==> src/rtl/temporal_encoder.sv <==
// Binary-to-temporal encoder: turns N_CH channel values into spike times inside a gamma cycle.
// Optional TEMPORAL_STEP_EN selects step (level) coding instead of the default pulse coding.
module temporal_encoder #(
   parameter int GAMMA_CYCLE_WIDTH = 16,
   parameter int PULSE_WIDTH       = 8,
   parameter int N_CH              = 4,
   parameter int VAL_W             = $clog2(GAMMA_CYCLE_WIDTH) + 1
) (
   input  logic                   aclk,
   input  logic                   grst,
   input  logic                   in_valid,
   output logic                   in_ready,
   input  logic [N_CH*VAL_W-1:0]  in_vals,
   input  logic                   enable,
   output logic                   set,
   output logic [N_CH-1:0]        spike,
   output logic [VAL_W-1:0]       gamma_cnt,
   output logic                   busy
);

   localparam logic [VAL_W-1:0] T_LAST    = VAL_W'(GAMMA_CYCLE_WIDTH - 1);
   localparam logic [VAL_W:0]   GAMMA_EXT = (VAL_W+1)'(GAMMA_CYCLE_WIDTH);
   localparam logic [VAL_W-1:0] NO_SPIKE  = '1;
`ifndef TEMPORAL_STEP_EN
   localparam logic [VAL_W:0]   PW_EXT    = (VAL_W+1)'(PULSE_WIDTH);
`endif

   typedef enum logic {S_IDLE, S_RUN} state_t;

   state_t                  state, state_nxt;
   logic                    shadow_full, shadow_full_nxt;
   logic [N_CH*VAL_W-1:0]   shadow_vals, shadow_nxt;
   logic [N_CH*VAL_W-1:0]   active_vals, active_nxt;
   logic [VAL_W-1:0]        t_nxt;
   logic [VAL_W:0]          t_ext;
   logic                    busy_nxt, set_nxt;
   logic [N_CH-1:0]         spike_nxt;
   logic                    accept, transfer;

   assign accept = in_valid & in_ready;

   // NOTE: sequential state uses non-blocking assignments so every flop samples pre-edge values.
   always_ff @(posedge aclk) begin
      if (grst) state <= S_IDLE;
      else      state <= state_nxt;
   end

   // NOTE: every output of this block gets a default first, so no path can infer a latch.
   always_comb begin
      state_nxt = state;
      transfer  = 1'b0;
      t_nxt     = '0;
      case (state)
         S_IDLE: begin
            if (enable && shadow_full) begin
               transfer  = 1'b1;
               state_nxt = S_RUN;
            end
         end
         S_RUN: begin
            if (gamma_cnt == T_LAST) begin
               // Back-to-back start only if a vector is already waiting in the shadow.
               if (enable && shadow_full) transfer  = 1'b1;
               else                       state_nxt = S_IDLE;
            end else begin
               t_nxt = gamma_cnt + 1'b1;
            end
         end
         default: state_nxt = S_IDLE;
      endcase
   end

   always_comb begin
      shadow_full_nxt = shadow_full;
      shadow_nxt      = shadow_vals;
      active_nxt      = active_vals;
      if (transfer) begin
         shadow_full_nxt = 1'b0;
         active_nxt      = shadow_vals;
      end
      if (accept) begin
         shadow_full_nxt = 1'b1;
         shadow_nxt      = in_vals;
      end
   end

   assign busy_nxt = (state_nxt == S_RUN);
   assign set_nxt  = busy_nxt && (t_nxt == '0);
   assign t_ext    = {1'b0, t_nxt};

   // Outputs are computed from next-cycle values so the flops present aligned t and active data.
   for (genvar i = 0; i < N_CH; i++) begin : g_ch
      logic [VAL_W:0] v_ext;
      assign v_ext = {1'b0, active_nxt[i*VAL_W +: VAL_W]};
`ifdef TEMPORAL_STEP_EN
      assign spike_nxt[i] = busy_nxt && (v_ext < GAMMA_EXT) && (t_ext >= v_ext);
`else
      assign spike_nxt[i] = busy_nxt && (v_ext < GAMMA_EXT) && (t_ext >= v_ext)
                            && (t_ext < v_ext + PW_EXT);
`endif
   end

   // NOTE: shadow and active storage are reset too, so a stale vector can never replay after reset.
   always_ff @(posedge aclk) begin
      if (grst) begin
         shadow_full <= 1'b0;
         in_ready    <= 1'b0;
         shadow_vals <= {N_CH{NO_SPIKE}};
         active_vals <= {N_CH{NO_SPIKE}};
         gamma_cnt   <= '0;
         busy        <= 1'b0;
         set         <= 1'b0;
         spike       <= '0;
      end else begin
         shadow_full <= shadow_full_nxt;
         in_ready    <= ~shadow_full_nxt;
         shadow_vals <= shadow_nxt;
         active_vals <= active_nxt;
         gamma_cnt   <= t_nxt;
         busy        <= busy_nxt;
         set         <= set_nxt;
         spike       <= spike_nxt;
      end
   end

endmodule

==> config.mk <==
export PLATFORM = sky130hd
export DESIGN_NAME = temporal_encoder
export DESIGN_NICKNAME = d
export VERILOG_FILES = /design/src/rtl/temporal_encoder.sv
export SDC_FILE = /design/constraint.sdc
export NUM_CORES = 1
export LEC_CHECK = 0
export BUFFER_PORTS_ARGS = -buffer_cell sky130_fd_sc_hd__buf_4
export CAP_MARGIN = 25
export CORE_ASPECT_RATIO = 0.75
export CORE_MARGIN = 2
export CORE_UTILIZATION = 40
export DETAILED_ROUTE_END_ITERATION = 10
export SYNTH_ARGS = -nofsm -noshare
export SYNTH_HDL_FRONTEND = slang
export SYNTH_SLANG_ARGS = --single-unit
==> constraint.sdc <==
create_clock -name aclk -period 6.1 [get_ports aclk]
set_input_delay 0.305 -clock aclk [delete_from_list [all_inputs] [get_ports aclk]]
set_output_delay 0.305 -clock aclk [all_outputs]
set_load 0.1 [all_outputs]
# Word level (Yosys, flattened, before mapping)
# Index checks and enable logic that the tools add are counted.
# word_totals
reg_bits	53
output_inout_bits	12
wordCells	54
# op_classes
addsub	5
n_lt_le_gt_ge	12
n_eq_ne	1
muxes	10
bitwise	3
n_reduce_logical	15
# ops
operator	n
$add A5 B4 Y6 const B	4
$lt A5 B6 Y1	4
$ge A5 B5 Y1	4
$lt A5 B5 Y1 const B	4
$mux W20	1
$logic_and A1 B1 Y1	14
$mux W5	2
$add A5 B1 Y5 const B	1
$eq A5 B4 Y1 const B	1
$logic_not A5 Y1	1
$mux W1	5
$pmux W1 S2	2
$not A1 Y1	2
$and A1 B1 Y1	1

# Logic depth before layout (Yosys ltp)
# Gate-level depths: netlist of run 1.
# depth
ltp_word	9
ltp_mapped	14

# Worst setup path before layout of run 1
# Ideal clock, no wire load.
# synth_timing
path_type	register to register
from	register gamma_cnt[0]
to	register spike[2]
setup_time_ns	0.092
arrival_time_ns	3.289
setup_slack_ns	2.719
stages_incl_launch_ff	15
n_path_buf	2
path_cell_list	dfxtp_1 -> ha_1 -> nand4b_2 -> a21oi_2 -> buf_6 -> buf_12 -> mux2i_1 -> inv_1 -> ha_1 -> inv_1 -> ha_1 -> nor2_1 -> nor2_1 -> o31a_1 -> nor4_1
# synth_between
elab_chain_len	8
# synth_rtl
element	line_no	source
from (decl)	17	output logic [VAL_W-1:0] gamma_cnt,
from (signal assigned)	119	gamma_cnt <= t_nxt;
$eq A5 B4 Y1 (*)	61	if (gamma_cnt == T_LAST) begin
$mux W1 (*)	61	
$pmux W1 S2 (*)	53	case (state)
$mux W20 (*)	77	if (transfer) begin
net active_nxt[13]	33	logic [N_CH*VAL_W-1:0] active_vals, active_nxt;
parallel branches: the longest is 3 deep, another holds $add A5 B4 Y6	--	
$logic_and A1 B1 Y1 (*)	99	&& (t_ext < v_ext + PW_EXT);
to (signal assigned)	122	spike <= spike_nxt;
to (decl)	16	output logic [N_CH-1:0] spike,
# Mark *: on every way through the listed nets, which the timed path passes.
# A chain may end at the register's enable or synchronous reset.

# Worst setup path after layout of run 1
# layout_timing
from	register gamma_cnt[0]
to	register spike[0]
# Same word-level chain as after synthesis.

==> results of run 1 <==
==> power groups by stage <==
stage | Sequential (mW) | Combinational (mW) | Clock (mW)
global route | 0.373 | 0.0825 | 0.222
global placement | 0.378 | 0.0737 | 0
CTS | 0.371 | 0.0754 | 0.208
finish | 0.370 | 0.0742 | 0.199
floorplan | 0.384 | 0.0457 | 0
detailed placement | 0.379 | 0.0750 | 0
==> worst max path at each step <==
stage	start	slack (ns)	end
after detailed placement	gamma_cnt[0]$_SDFF_PP0_	3.20	spike[0]$_SDFF_PP0_
after global placement	gamma_cnt[0]$_SDFF_PP0_	3.35	spike[1]$_SDFF_PP0_
final	gamma_cnt[0]$_SDFF_PP0_	3.21	spike[0]$_SDFF_PP0_
after CTS	gamma_cnt[0]$_SDFF_PP0_	3.18	spike[0]$_SDFF_PP0_
after global routing	gamma_cnt[0]$_SDFF_PP0_	2.90	spike[0]$_SDFF_PP0_
after floorplan	gamma_cnt[0]$_SDFF_PP0_	2.72	spike[2]$_SDFF_PP0_
==> area by class of cell <==
type,instances,share of cell area (%)
clock buffers,6,2.321
clock inverters,2,0.4802
inverters,13,1.561
multi-input cells,198,49.46
flip-flops and latches,53,33.93
well taps,84,3.361
repair buffers,37,8.884
==> per-layer routing <==
layer	share of wire (%)	wire length, microns	vias to the layer above
met5	0	0	-
met4	1.5	85	0
met3	3.0	168	7
met2	49	2691	27
met1	47	2589	946
li1	-	-	1049
==> through the flow <==
stage	util [%]	instances
4_1_cts	46.55	392
3_3_place_gp	45.24	384
5_1_grt	46.66	393
6_report	46.66	393
3_5_place_dp	45.24	384
2_1_floorplan	-	277
==> cell families after synthesis <==
group,Yosys count
muxes,20
adders and majority gates,33
and+or+nand+nor,92
xor gates and xnor gates,2
AOI/OAI and AO/OA,51
DFF,53
buffers and inverters,26
==> registers in the layout (all words and copies together), names as in the netlist <==
register / cells
shadow_full: 1
gamma_cnt: 5
spike: 4
shadow_vals: 20
active_vals: 20
in_ready: 1
busy: 1
set: 1
==> critical path: stages, from the launching register on <==
cell      delay (ns)
dfxtp_1         0.40
ha_1            0.28
nand4b_2        0.15
a21oi_2         0.15
buf_4           0.33
mux2i_1         0.35
inv_1           0.11
ha_1            0.28
inv_1           0.04
ha_1            0.26
nor2_1          0.08
nor2_1          0.05
o31a_1          0.10
nor4_1          0.20
==> cell usage in the layout, fill, tap and decap left out, types with 3 or more instances in the layout <==
cell type,Yosys,final
nor2_1,14,14
nand2_1,8,8
nor2b_1,11,11
o21ai_0,8,8
clkbuf_8,0,5
buf_4,0,37
a221oi_1,4,4
nand2b_1,22,22
ha_1,33,33
dfxtp_1,53,53
inv_1,13,13
a21oi_1,10,10
or2_2,5,5
a211o_1,20,20
nor4_1,4,4
mux2i_1,12,12
nor3_1,3,3
and3_1,20,20
o31a_1,4,4
mux2_2,6,6
==> qor.yml, run 1 <==
die:
  start_util_pct: 40.72
  die_y_microns: 75.53
  coreArea_sq_um: 6701
  die-width_microns: 99.38
  io_pins: 36
  rows: 26
  die_area_sq_um: 7506
finish:
  fin_area_sq_um: 3127
  syn_to_final_growth_pct: 14.58
  fill_cells: 640
  diodes: 0
  seq_area_sq_um: 1061
  layout-drive-gt1-share_pct: 19.09
  final_nets: 365
  multi_input_area_sq_um: 1546
critical_path:
  path_class: "flip-flop to flip-flop"
  rr_startpoint: "gamma_cnt[0]$_SDFF_PP0_"
  startpoint_type: "flip-flop"
  reg2reg_to: "spike[0]$_SDFF_PP0_"
  r2r_slack_ns: 3.21
  worstRegToRegCells: 13
  crit_arrival_ns: 3.09
  cp_max_fo: 21
  worstSetupEndpointType: "flip-flop"
  required_ns: 6.31
logic_synthesis:
  yosysTopAreaCell: "dfxtp_1"
  syn_area_sq_um: 2729
  synth_top_family_by_area: "simple AND/OR/NAND/NOR gates"
  netlist_top_cells_count: "dfxtp_1 (53), ha_1 (33), nand2b_1 (22), a211o_1 (20), and3_1 (20)"
  syn_inst: 277
  synthArstFlopShare_pct: 0
  synthAdderAreaFrac_pct: 15.13
  syn-num-nets: 334
  synth_top_area_share_pct: 38.88
  post-synth-top-count-cell: "dfxtp_1"
  ys_ff_latch: 53
  yosys.area_share.simple_pct: 19.30
  yosysWarnings: 0
  synth_edf_count: 0
  ys_seq_area_share_pct: 38.88
  postSynthAreaPerCell_sq_um: 9.852
  synthFlopType: "dfxtp_1"
  synth_compound_area_share_pct: 13.62
  netlist_top_cells_area: "dfxtp_1 (39%), ha_1 (15%), a211o_1 (6.4%)"
  synth_mux_area_share_pct: 7.978
  synth_xor_area_share_pct: 0.6419
  post_synth_num_cell_types: 31
min_path:
  hold_end: "shadow_vals[18]$_SDFFE_PP1P_"
  hold_path.class: "primary input to flip-flop"
  min-delay-start: "in_vals[18]"
  hold_depth: 3
clock_tree:
  cts_tree: "yes"
  cts_buffers: 5
  htreeDepth: 2
  cts_setup_buffers: 0
  cts_root_buf: "clkbuf_8"
  clkTransAtPathRegs_ns: 0.10
  clk_latency_ns: 0.31
  cts_max_path_buffers: 2
  cts_sinks: 53
  holdBufCountCts: 0
  post_cts_resized: 0
detailed_routing:
  ant_nets: 0
  drt_iter0_drc: 69
  vias_per_cell: 5.163
  wl_mm: 5.534
  dr.pass1.iters: 4
  drc: 0
  post_drt_wl_per_cell_microns: 14.08
  vias: 2029
sta:
  clock_skew_ns: 0.006492
  setup_viol: 0
  fin_ws_ns: 3.212
  max_freq_mhz: 346.3
  period_share_pct: 47.34
  slew-limit-headroom_pct: 50.45
  min_period_ns: 2.888
  final-max-slew-violation-count: 0
  hold_viol: 0
  worstMarginPinSlew_ns: 0.7405
  hold_ws_ns: 0.3064
  grt_setup_unrepaired: "no"
  setup_tns_ns: 0
place:
  hpwl_mm: 4.006
  gp_congestion: 0.7828
  port_buffers: 35
  pre_cts_slack_ns: 3.205
  placed_cell_area_sq_um: 3032
global_routing:
  grt_use_met3_pct: 3.028
  grt_max_degree: 49
  antenna_found_initial: 0
  top_usage_layer: "met2"
  use_met1_pct: 19.37
  grt_pass1_wl_mm: 9.404
  gr-total-overflow: 0
  use_met2_pct: 29.05
  grt_usage_pct: 16.08
  first_global_vias: 2018
power_and_ir_drop:
  pwr-share-comb_pct: 11.5
  finalPower_mw: 0.6437
  power_frac_seq_pct: 57.5
  ir_worst_vdd_mv: 0.1085
  swShare_pct: 26.16
  power_frac_clock_pct: 31.0
  p_int_mw: 0.4753
  power_density_nw_per_um2: 205.9
  leakage_nw: 1.408
  switchingPower_mw: 0.1684
job:
  cap_violations: 0
status:
  run_status: "completed"
Note: power is estimated with default switching activity, not from simulation.
==> run 2, diff against run 1 <==
Clock period 6.1 ns to 3 ns, I/O delays scaled along.
==> run 2 against run 1 <==
Utilization up 0.63 points. Die area unchanged. Register-to-register slack lost 3.0 ns. Critical endpoint is now spike[1]$_SDFF_PP0_. First-iteration DRC count is 30% higher. Maximum frequency rose by 4.7%.
==> qor.yml, run 2 (synthesized netlist as in run 1, its figures left out) <==
clock_tree:
  cts_buffers: 5
  clkTransAtPathRegs_ns: 0.10
  clk_latency_ns: 0.31
  cts_setup_buffers: 0
  htreeDepth: 2
  post_cts_resized: 0
  cts_max_path_buffers: 2
  cts_sinks: 53
  cts_root_buf: "clkbuf_8"
  cts_tree: "yes"
  holdBufCountCts: 0
critical_path:
  required_ns: 3.21
  cp_max_fo: 21
  startpoint_type: "flip-flop"
  crit_arrival_ns: 2.97
  path_class: "flip-flop to flip-flop"
  worstSetupEndpointType: "flip-flop"
detailed_routing:
  post_drt_wl_per_cell_microns: 14.52
  drc: 0
  ant_nets: 0
  wl_mm: 5.720
  drt_iter0_drc: 90
  dr.pass1.iters: 4
  vias_per_cell: 5.165
  vias: 2035
finish:
  final_common_cell: "dfxtp_1"
  reg_top3: "active_vals: 20 flops, shadow_vals: 20 flops, gamma_cnt: 5 flops"
  syn_to_final_growth_pct: 16.14
  layout-drive-gt1-share_pct: 21.94
  fill_cells: 659
  seq_area_sq_um: 1069
  final_cell_mix: "dfxtp_1 (49), buf_4 (37), ha_1 (33)"
  multi_input_area_sq_um: 1567
  diodes: 0
  final_nets: 366
power_and_ir_drop:
  ir_worst_vdd_mv: 0.1622
  power_density_nw_per_um2: 411.0
  finalPower_mw: 1.303
  leakage_nw: 1.429
global_routing:
  gr-total-overflow: 0
  antenna_found_initial: 0
  grt_pass1_wl_mm: 9.404
  grt_usage_pct: 16.06
  grt_max_degree: 49
  first_global_vias: 1972
place:
  hpwl_mm: 4.025
  gp_congestion: 0.7806
  port_buffers: 35
sta:
  hold_viol: 0
  min_period_ns: 2.758
  period_share_pct: 91.93
  grt_setup_unrepaired: "no"
  max_freq_mhz: 362.6
  slew-limit-headroom_pct: 48.55
  final-max-slew-violation-count: 0
  setup_tns_ns: 0
  clock_skew_ns: 0.006097
  worstMarginPinSlew_ns: 0.7700
  setup_viol: 0
min_path:
  hold_path.class: "primary input to flip-flop"
die:
  start_util_pct: 40.72
  io_pins: 36
  die_y_microns: 75.53
  die-width_microns: 99.38
  die_area_sq_um: 7506
  rows: 26
  coreArea_sq_um: 6701
job:
  cap_violations: 0
status:
  run_status: "completed"
==> run 2: cell types whose count changed in the layout (fill, tap and decap cells not counted), moves of 2 or more <==
cell | before | now
clkinvlp_4 | 2 | 0
clkinv_2 | 0 | 2
mux2i_2 | 0 | 2
dfxtp_1 | 53 | 49
nor4_2 | 0 | 2
mux2i_1 | 12 | 10
nor4_1 | 4 | 2
dfxtp_2 | 0 | 3
==> run 2: critical path: stages (launching register included) <==
cell and delay (ns):
dfxtp_4 0.37, ha_1 0.27, nand4b_2 0.16, a21oi_2 0.22, buf_12 0.20, mux2i_1 0.32
inv_1 0.11, ha_1 0.28, inv_1 0.04, ha_1 0.26, nor2_1 0.10, nor2_1 0.05
o31a_1 0.09, nor4_1 0.18
==> run 2: area by class of cell <==
type	instances	area share, %
Tap cell	84	3.316
Sequential cell	53	33.71
Clock buffer	6	2.290
Clock inverter	2	0.3158
Multi-Input combinational cell	198	49.43
Inverter	13	1.540
Timing Repair Buffer	38	9.396
==> run 2: power by group <==
group	total, mW	switching (mW)	internal [mW]
logic	0.155	0.0819	0.0728
clock network	0.396	0.233	0.162
registers	0.752	0.0221	0.730
==> run 2: stage by stage <==
stage | cells | worst slack (ns) | hold WS (ns) | util, % | cell area [sq um]
floorplan | 277 | 0.005527 | 0.3836 | - | 2736
global placement | 386 | 0.2541 | 0.4458 | 45.76 | 3067
detailed placement | 386 | 0.1363 | 0.4523 | 45.76 | 3067
CTS | 394 | 0.1213 | 0.1473 | 46.99 | 3149
global route | 394 | 0.03245 | 0.1519 | 47.29 | 3169
finish | 394 | 0.2422 | 0.1525 | 47.29 | 3169
==> run 2: final timing paths <==
path	start	to	slack [ns]	cells after the start
max	gamma_cnt[0]$_SDFF_PP0_	spike[1]$_SDFF_PP0_	0.24	13
min	in_vals[6]	shadow_vals[6]$_SDFFE_PP1P_	0.15	3
max reg2reg	gamma_cnt[0]$_SDFF_PP0_	spike[1]$_SDFF_PP0_	0.24	13
min reg2reg	shadow_vals[0]$_SDFFE_PP1P_	shadow_vals[0]$_SDFFE_PP1P_	0.47	1
==> run 2: per-layer routing <==
metal,track usage (%),vias up,part of all wire [%]
met5,0,-,0
met4,4.110,0,0.94
met3,4.587,7,3.7
met2,28.38,28,48
met1,19.67,951,47
li1,-,1049,-
